--- src/rtl/data_mem_store_rmw.sv ---
// Store-path writer over a word-only memory port: word stores write directly, byte/half stores read-modify-write.
// Optional feature: define STORE_MISALIGN_TRAP_EN to drop misaligned half/word stores with st_err_o instead of truncating.
module data_mem_store_rmw #(
    parameter int ADDR_WIDTH = 32
) (
    input  logic                  clk,
    input  logic                  rst,
    input  logic                  st_valid_i,
    output logic                  st_ready_o,
    input  logic [ADDR_WIDTH-1:0] st_addr_i,
    input  logic [ADDR_WIDTH-1:0] st_data_i,
    input  logic [1:0]            mem_type_i,
    output logic                  st_done_o,
    output logic                  st_err_o,
    output logic                  mem_req_o,
    output logic                  mem_we_o,
    output logic [ADDR_WIDTH-1:0] mem_addr_o,
    output logic [ADDR_WIDTH-1:0] mem_wdata_o,
    input  logic [ADDR_WIDTH-1:0] mem_rdata_i,
    input  logic                  mem_ack_i
);

    typedef enum logic [2:0] {
        S_IDLE  = 3'd0,
        S_READ  = 3'd1,
        S_MERGE = 3'd2,
        S_WRITE = 3'd3,
        S_DONE  = 3'd4
    } state_t;

    state_t                state_q, state_d;
    logic [1:0]            off_q, off_d;
    logic [15:0]           data_q, data_d;
    logic [1:0]            type_q, type_d;
    logic [ADDR_WIDTH-1:0] rdata_q, rdata_d;
    logic                  ready_q, ready_d;
    logic                  done_q, done_d;
    logic                  err_q, err_d;
    logic                  req_q, req_d;
    logic                  we_q, we_d;
    logic [ADDR_WIDTH-1:0] maddr_q, maddr_d;
    logic [ADDR_WIDTH-1:0] wdata_q, wdata_d;
    logic                  is_sub_word_s;

    function automatic logic [31:0] merge_lane(input logic [31:0] word, input logic [15:0] data,
                                               input logic [1:0] off, input logic [1:0] mtype);
        logic [31:0] m;
        m = word;
        case (mtype)
            2'b01: begin
                case (off)
                    2'b00:   m[7:0]   = data[7:0];
                    2'b01:   m[15:8]  = data[7:0];
                    2'b10:   m[23:16] = data[7:0];
                    2'b11:   m[31:24] = data[7:0];
                    default: m        = word;
                endcase
            end
            2'b10: begin
                if (off[1]) begin
                    m[31:16] = data;
                end else begin
                    m[15:0] = data;
                end
            end
            default: m = word;
        endcase
        return m;
    endfunction

    assign is_sub_word_s = (mem_type_i == 2'b01) || (mem_type_i == 2'b10);

    // Next-state and registered-output computation.
    always_comb begin
        state_d = state_q;
        off_d   = off_q;
        data_d  = data_q;
        type_d  = type_q;
        rdata_d = rdata_q;
        done_d  = 1'b0;
        err_d   = 1'b0;
        req_d   = req_q;
        we_d    = we_q;
        maddr_d = maddr_q;
        wdata_d = wdata_q;
        case (state_q)
            S_IDLE: begin
                if (st_valid_i) begin
                    off_d   = st_addr_i[1:0];
                    data_d  = st_data_i[15:0];
                    type_d  = mem_type_i;
                    maddr_d = {st_addr_i[ADDR_WIDTH-1:2], 2'b00};
`ifdef STORE_MISALIGN_TRAP_EN
                    if (((mem_type_i == 2'b10) && st_addr_i[0]) ||
                        (!is_sub_word_s && (st_addr_i[1:0] != 2'b00))) begin
                        state_d = S_DONE;
                        done_d  = 1'b1;
                        err_d   = 1'b1;
                        req_d   = 1'b0;
                        we_d    = 1'b0;
                        maddr_d = maddr_q;
                    end else
`endif
                    if (is_sub_word_s) begin
                        state_d = S_READ;
                        req_d   = 1'b1;
                        we_d    = 1'b0;
                    end else begin
                        state_d = S_WRITE;
                        req_d   = 1'b1;
                        we_d    = 1'b1;
                        wdata_d = st_data_i;
                    end
                end else begin
                    state_d = S_IDLE;
                end
            end
            S_READ: begin
                if (mem_ack_i) begin
                    rdata_d = mem_rdata_i;
                    req_d   = 1'b0;
                    state_d = S_MERGE;
                end else begin
                    state_d = S_READ;
                end
            end
            S_MERGE: begin
                wdata_d = merge_lane(rdata_q, data_q, off_q, type_q);
                req_d   = 1'b1;
                we_d    = 1'b1;
                state_d = S_WRITE;
            end
            S_WRITE: begin
                if (mem_ack_i) begin
                    req_d   = 1'b0;
                    we_d    = 1'b0;
                    done_d  = 1'b1;
                    state_d = S_DONE;
                end else begin
                    state_d = S_WRITE;
                end
            end
            S_DONE: begin
                state_d = S_IDLE;
            end
            default: begin
                state_d = S_IDLE;
                req_d   = 1'b0;
                we_d    = 1'b0;
            end
        endcase
        ready_d = (state_d == S_IDLE);
    end

    // State and output registers; reset abandons any in-flight store.
    always_ff @(posedge clk or posedge rst) begin
        if (rst) begin
            state_q <= S_IDLE;
            off_q   <= 2'b00;
            data_q  <= 16'h0000;
            type_q  <= 2'b00;
            rdata_q <= {ADDR_WIDTH{1'b0}};
            ready_q <= 1'b1;
            done_q  <= 1'b0;
            err_q   <= 1'b0;
            req_q   <= 1'b0;
            we_q    <= 1'b0;
            maddr_q <= {ADDR_WIDTH{1'b0}};
            wdata_q <= {ADDR_WIDTH{1'b0}};
        end else begin
            state_q <= state_d;
            off_q   <= off_d;
            data_q  <= data_d;
            type_q  <= type_d;
            rdata_q <= rdata_d;
            ready_q <= ready_d;
            done_q  <= done_d;
            err_q   <= err_d;
            req_q   <= req_d;
            we_q    <= we_d;
            maddr_q <= maddr_d;
            wdata_q <= wdata_d;
        end
    end

    assign st_ready_o  = ready_q;
    assign st_done_o   = done_q;
    assign st_err_o    = err_q;
    assign mem_req_o   = req_q;
    assign mem_we_o    = we_q;
    assign mem_addr_o  = maddr_q;
    assign mem_wdata_o = wdata_q;

endmodule

--- config.mk ---
export PLATFORM = sky130hd
export DESIGN_NAME = data_mem_store_rmw
export DESIGN_NICKNAME = d
export VERILOG_FILES = /design/src/rtl/data_mem_store_rmw.sv
export SDC_FILE = /design/constraint.sdc
export NUM_CORES = 1
export LEC_CHECK = 0
export CAP_MARGIN = 25
export CORE_MARGIN = 2
export CORE_UTILIZATION = 47
export CTS_CLUSTER_SIZE = 16
export DETAILED_ROUTE_END_ITERATION = 10
export GPL_ROUTABILITY_DRIVEN = 0
export GPL_TIMING_DRIVEN = 0
export PLACE_DENSITY = 0.8
export SETUP_SLACK_MARGIN = 0.5
export SYNTH_ARGS = -nofsm -noshare
export SYNTH_HDL_FRONTEND = slang
export SYNTH_SLANG_ARGS = --single-unit
--- constraint.sdc ---
create_clock -name clk -period 5.2 [get_ports clk]
set_input_delay 1.04 -clock clk [delete_from_list [all_inputs] [get_ports clk]]
set_output_delay 1.04 -clock clk [all_outputs]
set_load 0.03 [all_outputs]
======== After elaboration in Yosys (flattened, before gate mapping) ========
Cells that the tools add are included.
cells by class
  equality and inequality tests ........... 15
  reductions and logical operators ........ 12
  bitwise logic cells ..................... 2
  mux-type cells .......................... 23
operators by type and width
  cell                count
  $pmux 32 s2         2
  $mux 32             2
  $mux 16             2
  $mux 8              4
  $pmux 3 s4          1
  $reduce_and 3->1    3
  $eq 2x2->1 const B  4
  $pmux 1 s4          2
  $eq 2x1->1 const B  3
  $eq 3x2->1 const B  2
  $logic_not 3->1     2
  $mux 1              6
  $mux 3              2
  $ne 2x2->1 const B  3
  $mux 2              2
  $reduce_and 2->1    2
  $reduce_or 2->1     2
  $eq 3x1->1 const B  1
  $eq 3x3->1 const B  1
  $logic_not 2->1     1
  $ne 2x1->1 const B  1
  $not 1->1           2
  $reduce_bool 2->1   1
  $logic_or 1x1->1    1
storage, ports and cells
  register bits after elaboration ......... 121
  output and inout bits ................... 69

======== Logic depth before layout (Yosys ltp) ========
Gate-level depths: netlist of run 1.
  depth in word-level cells ............... 6
  gate-level depth with buffers ........... 7
  mapped depth without buffers ............ 6

======== Worst setup path before layout of run 1 ========
OpenSTA, ideal clock, no wires.
  path type ............................... in2reg
  from .................................... input mem_ack_i
  to ...................................... register rdata_q[0]
  path slack .............................. 3141 ps
  data required time ...................... 5072 ps
  cell stages on the path ................. 4
  data arrival time ....................... 1931 ps
  cells stage by stage .................... nand2_1 > nor3_2 > buf_4 > mux2_1
on the way
  longest elaborated chain between the ends .. 1
ends and longest elaborated chain
  item                               RTL line  source
  start, declared                    20        input logic mem_ack_i
  $reduce_and 2->1 (no source line)  --
  end signal, assigned               162       rdata_q <= {ADDR_WIDTH{1'b0}};
  end signal, assigned               175       rdata_q <= rdata_d;
  end, declared                      35        logic [ADDR_WIDTH-1:0] rdata_q, rdata_d;
Every way passes these cells.
A chain may end at the register's enable or synchronous reset.

======== Final worst setup path of run 1 ========
  from .................................... register ready_q, in the netlist st_ready_o
  to ...................................... output st_ready_o
RTL lines
  item                    RTL line  source
  start, declared         36        logic ready_q, ready_d;
  start signal, assigned  176       ready_q <= ready_d;
  end, declared           9         output logic st_ready_o,
No word-level cell between the ends.

==> results of run 1 <==
[cell usage after synthesis (2+ instances only)]
cell type / number
clkbuf_1: 7
nor3b_1: 4
inv_1: 6
buf_2: 10
a221oi_1: 16
o21ai_1: 33
nand2_1: 29
ha_1: 2
mux2_2: 5
dfrtp_1: 120
a22o_1: 8
nor2_1: 19
a211oi_1: 12
a21oi_1: 20
a211oi_2: 4
buf_4: 14
nor3_1: 18
mux2_1: 74
o21ai_0: 20
[sequential cells by signal, summed over array words and instances, names as in the netlist]
name,flops
mem_wdata_o,32
rdata_q,32
mem_addr_o,30
data_q,16
state_q,3
off_q,2
type_q,2
mem_req_o,1
mem_we_o,1
st_done_o,1
st_ready_o,1
[cells in the final DEF, fill, tap and decap left out, drive strengths merged, types with 2 or more instances in the layout]
cell type / Yosys / routed
a211oi: 16 / 16
a21boi: 2 / 2
a21oi: 21 / 21
a221oi: 16 / 16
a22o: 8 / 8
buf: 26 / 27
clkbuf: 7 / 27
clkdlybuf4s50: 0 / 167
clkinv: 0 / 5
clkinvlp: 0 / 6
conb: 1 / 3
dfrtp: 120 / 120
ha: 2 / 2
inv: 6 / 6
mux2: 79 / 79
nand2: 29 / 29
nor2: 21 / 21
nor3: 19 / 19
nor3b: 5 / 5
o21ai: 53 / 53
[layer usage]
| metal | up-vias | routed length [um] |
|---|---|---|
| li1 | 1989 | - |
| met1 | 2202 | 5860 |
| met2 | 245 | 7440 |
| met3 | 34 | 1550 |
| met4 | 0 | 394 |
| met5 | - | 0 |
[cells by family after synthesis]
kind of cell	after synthesis
AO/OA/AOI/OAI	122
XOR/XNOR	2
adder cells (fa/ha/maj)	2
buffers and inverters	39
flip-flops	121
multiplexers	79
other	1
AND/OR/NAND/NOR	78
[final timing paths]
path | slack [ns] | endpoint | cells after the start | from
worst max register to register | 3.13 | mem_wdata_o[12] | 7 | type_q[0]
worst max-delay path | 2.57 | st_ready_o | 1 | st_ready_o
min in group asynchronous | 0.98 | mem_addr_o[27] | 2 | rst
worst min register to register | 0.48 | rdata_q[26] | 1 | rdata_q[26]
worst min-delay path | 0.48 | rdata_q[26] | 1 | rdata_q[26]
max in group asynchronous | 3.49 | mem_wdata_o[20] | 3 | rst
[final cells by class]
class                           instances  area (um2)  area share, %
Inverter                                6        27.5          0.352
Tap cell                              143         179           2.29
Buffer                                 33         196           2.51
Timing Repair Buffer                  168        1700           21.7
Clock buffer                           20         467           5.96
Clock inverter                         12         100           1.28
Multi-Input combinational cell        286        2130           27.2
Sequential cell                       121        3030           38.7
[power groups by stage]
stage,Clock [mW],Sequential [mW],Combinational [mW]
after floorplan,0,2.16,1.22
after global placement,0,1.71,2.62
after detailed placement,0,1.74,2.70
after CTS,1.12,1.73,2.72
after global routing,1.17,1.79,2.91
final,1.11,1.74,2.71
[per-stage QoR]
step | instance area [um2] | setup WS (ns) | std cells | hold slack [ns]
2_1_floorplan | 5380 | 0.947 | 446 | 0.451
3_3_place_gp | 7230 | -0.633 | 756 | 0.461
3_5_place_dp | 7260 | 2.28 | 757 | 0.469
4_1_cts | 7830 | 2.56 | 789 | 0.481
5_1_grt | 7830 | 2.53 | 789 | 0.504
6_report | 7830 | 2.57 | 789 | 0.477
==> results.yml, run 1 <==
global_route:
  grt_use_met3_pct: 9.79
  use_met2_pct: 41.7
  antenna_found_initial: 0
  grt_pass1_vias: 4757
  grt_pass1_wl_um: 24400
  grt.overflow.total: 0
  top_usage_layer: "met2"
  grtUsageTotal_pct: 25.7
  grt_use_met1_pct: 30.3
  grt_max_degree: 83
timing:
  slew_viol_final: 0
  layout_min_cycle_time_ns: 2.63
  period_share_pct: 50.5
  setup_viol: 0
  worst-slew-pin-transition_ns: 0.723
  finClkSkew_ns: 0.0108
  finalSetupTns_ns: 0
  rsz0062_at_grt: "no"
  fmax_ghz: 0.381
  slew_headroom_pct: 51.8
  hold_viol_final: 0
power_and_ir_drop:
  irDropWorstVdd_mv: 0.435
  powerDensity_nw_per_um2: 710
  intPower_mw: 3.25
  p_seq_share_pct: 31.2
  finalPower_mw: 5.56
  power_leakage_nw: 3.24
  p_sw_share_pct: 41.6
  p_comb_share_pct: 48.8
  netSwitchingPower_mw: 2.31
  clkPwrFrac_pct: 20.0
clock_tree:
  postCtsSetupBuffers: 0
  clock_latency_ns: 0.43
  path_clk_slew_ns: 0.05
  cts_root_buffer: "clkbuf_16"
  clock-sinks: 121
  h-tree-depth: 4
  tritoncts: "done"
  cts_made_buffers: 17
  cts_hold_buf: 0
  clk_path_buf_depth: 2
  post_cts_resized: 0
yosys:
  synthAdderAreaFrac_pct: 0.466
  yosysWarnings: 0
  seq_area_frac_synth_pct: 56.4
  synth_top_cell_area_share_pct: 55.9
  synth-simple-area-share_pct: 7.08
  synth_top_family_by_area: "multiplexers"
  synth_flop_cell: "dfrtp_1"
  synth_xor_area_share_pct: 0.326
  synth-compound-area-share_pct: 15.0
  syn-cell-area_um2: 5370
  synthArstFlopShare_pct: 100
  avgSynthCellArea_um2: 12.1
  post_synth_inst_count: 444
  yosys-top-cells-area: "dfrtp_1 56%, mux2_1 16%, o21ai_1 3.1%, a221oi_1 2.6%, nand2_1 2.0%"
  synth-edff-count: 0
  synth_cell_types: 42
  synthMuxAreaShare_pct: 16.6
  synth-seq-cells: 121
  synth_largest_area_cell: "dfrtp_1"
routing:
  first_iter_violations: 279
  ant_nets: 0
  avgViaCountPerCell: 5.67
  drc_errors: 0
  drtPass1Iterations: 6
  drt-wirelength-per-cell_um: 19.3
  routed_wl_um: 15200
  num_vias: 4470
setup_path:
  endpoint_kind: "output pin"
  critPathRequiredTime_ns: 4.16
  path_class: "flop to output pin"
  crit_slowest_cell: "clkdlybuf4s50_1"
  startpoint_type: "flop"
  path_cells: "clkdlybuf4s50_1"
  max_stage_delay_ns: 0.66
  critPathMaxFanout: 1
  cp_data_arrival_time_ns: 1.59
  path_buf_inv: 1
  crit_family: "buffers and inverters"
floorplan:
  die_x_um: 111
  die-area_um2: 12300
  die_h_um: 111
  core_region_area_um2: 11300
  ios: 171
  rows: 39
  initial_core_util_pct: 47.6
cells_and_area:
  finish.net_count: 737
  syn2layout_area_growth_pct: 45.8
  utilization_pct: 69.4
  fillers: 843
  diodes: 0
  layout-drive-gt1-share_pct: 12.1
run:
  maxCapViolations: 0
hold_path:
  hold_class: "flop to flop"
placement:
  dp_hpwl_um: 11000
  place.port_buffers: 167
status:
  status: "completed"
(Power assumes the default switching activity.)
==> inputs of run 2 (changes only) <==
--- a/config.mk
+++ b/config.mk
@@ -7,12 +7,12 @@
 export LEC_CHECK = 0
 export CAP_MARGIN = 25
 export CORE_MARGIN = 2
-export CORE_UTILIZATION = 47
+export CORE_UTILIZATION = 42
 export CTS_CLUSTER_SIZE = 16
 export DETAILED_ROUTE_END_ITERATION = 10
 export GPL_ROUTABILITY_DRIVEN = 0
 export GPL_TIMING_DRIVEN = 0
-export PLACE_DENSITY = 0.8
+export PLACE_DENSITY = 0.76
 export SETUP_SLACK_MARGIN = 0.5
 export SYNTH_ARGS = -nofsm -noshare
 export SYNTH_HDL_FRONTEND = slang
==> constraint.sdc (replaced) <==
create_clock -name clk -period 2.1 [get_ports clk]
set_input_delay 0.42 -clock clk [delete_from_list [all_inputs] [get_ports clk]]
set_output_delay 0.42 -clock clk [all_outputs]
set_load 0.03 [all_outputs]
==> results.yml, run 2 (synthesized netlist as in run 1, its figures left out) <==
timing:
  layout_min_cycle_time_ns: 1.73
  worst-slew-pin-transition_ns: 0.726
  whs_ns: 0.380
  fmax_ghz: 0.577
  period_share_pct: 82.5
  finClkSkew_ns: 0.00842
  slew_viol_final: 0
  hold_viol_final: 0
  slew_headroom_pct: 51.3
  finalSetupTns_ns: 0
  rsz0062_at_grt: "yes"
  setup_ws_ns: 0.368
  setup_viol: 0
status:
  status: "completed"
power_and_ir_drop:
  power_leakage_nw: 4.17
  powerDensity_nw_per_um2: 1900
  irDropWorstVdd_mv: 1.13
floorplan:
  die_h_um: 117
  ios: 171
  initial_core_util_pct: 42.7
  core_region_area_um2: 12600
  die-area_um2: 13700
  die_x_um: 117
  rows: 41
clock_tree:
  h-tree-depth: 4
  clock_latency_ns: 0.42
  tritoncts: "done"
  cts_made_buffers: 17
  path_clk_slew_ns: 0.05
  clk_path_buf_depth: 2
  cts_root_buffer: "clkbuf_16"
  clock-sinks: 121
  cts_hold_buf: 0
setup_path:
  critPathRequiredTime_ns: 2.43
  endpoint_kind: "flop"
  r2r_setup_slack_ns: 0.37
  critPathMaxFanout: 6
  cp_data_arrival_time_ns: 2.06
  path_class: "flop to flop"
  startpoint_type: "flop"
cells_and_area:
  finish.net_count: 791
  mostFrequentLayoutCells: "120 x dfrtp_1, 99 x clkdlybuf4s50_1, 79 x mux2_4"
  fillers: 728
  layout-drive-gt1-share_pct: 46.1
  syn2layout_area_growth_pct: 78.7
  layout.cells.most_common: "dfrtp_1"
  diodes: 0
global_route:
  top_usage_layer: "met2"
  antenna_found_initial: 0
  grt_pass1_wl_um: 25400
  grt_pass1_vias: 4941
  use_met2_pct: 41.8
  grtUsageTotal_pct: 25.2
  grt_use_met3_pct: 9.47
  grt_use_met1_pct: 29.3
  grt_max_degree: 43
  grt.overflow.total: 0
routing:
  ant_nets: 0
  drtPass1Iterations: 5
  num_vias: 5005
  avgViaCountPerCell: 5.74
  drt-wirelength-per-cell_um: 23.5
  routed_wl_um: 20500
  drc_errors: 0
  first_iter_violations: 392
placement:
  place.port_buffers: 167
  place_ws_ns: -0.201
  dp_hpwl_um: 10800
hold_path:
  hold_class: "input port to flop"
run:
  maxCapViolations: 0
run 2: cell types whose count changed in the layout (fill, tap and decap cells not counted), moves of 13 or more:
cell	previous run	this run
a21oi_1	20	3
a221oi_1	16	1
clkdlybuf4s50_1	167	99
clkbuf_2	0	35
buf_8	0	13
mux2_1	74	0
clkdlybuf4s15_1	0	28
buf_6	1	24
mux2_4	0	79
run 2: metrics by stage:
stage / utilization, % / power (mW) / instance area (um2) / instances
finish: 76.4 / 18.2 / 9600 / 872
global route: 76.4 / 18.9 / 9600 / 872
CTS: 69.4 / 15.4 / 8720 / 849
detailed placement: 58.5 / 11.0 / 7350 / 788
global placement: 58.0 / 10.8 / 7290 / 785
floorplan: - / 8.42 / 5400 / 446
run 2: critical path, stage by stage, from the launching register on:
cell and delay, ns:
dfrtp_1 0.42, inv_2 0.10, ha_4 0.20, buf_4 0.14, nor2_4 0.05, a21oi_4 0.24
buf_4 0.20, o21ai_2 0.07, a211oi_2 0.23
run 2: worst paths after layout:
path / depth (start not counted) / from / end
max: 8 / type_q[1] / mem_wdata_o[26]
min: 3 / mem_ack_i / state_q[2]
max reg2reg: 8 / type_q[1] / mem_wdata_o[26]
min reg2reg: 2 / mem_req_o / mem_req_o
max in group asynchronous: 5 / rst / rdata_q[12]
min in group asynchronous: 2 / rst / mem_addr_o[4]
run 2: area by class of cell:
class,count,area (um2),area share (%)
buffer,33,388,4.04
clock buffer,24,472,4.92
clock inverter,8,190,1.98
inverter,6,26.3,0.274
multi-input combinational,286,3010,31.4
sequential,121,3030,31.6
tap,172,215,2.24
timing repair buffer,221,2260,23.5
timing repair inverter,1,5.00,0.0522
run 2: timing repair:
item	CTS	global route
setup endpoints to repair	176	212
pin swaps	21	51
gates cloned	6	7
setup buffers	23	16
resized for setup	209	255
run 2: power breakdown:
group          switching, mW  leakage, nW  internal, mW  total, mW
Combinational           5.52         2.41          4.85       10.4
Sequential              1.01         1.44          3.55       4.56
Clock                   1.03        0.322          2.28       3.31
Total                   7.56         4.17          10.7       18.2
run 2: layer usage:
metal | part of all wire, % | up-vias | wire [um]
met4 | 5.6 | 0 | 1140
met3 | 9.1 | 87 | 1860
met2 | 49 | 351 | 10100
met5 | 0 | - | 0
met1 | 36 | 2463 | 7340
li1 | - | 2104 | -
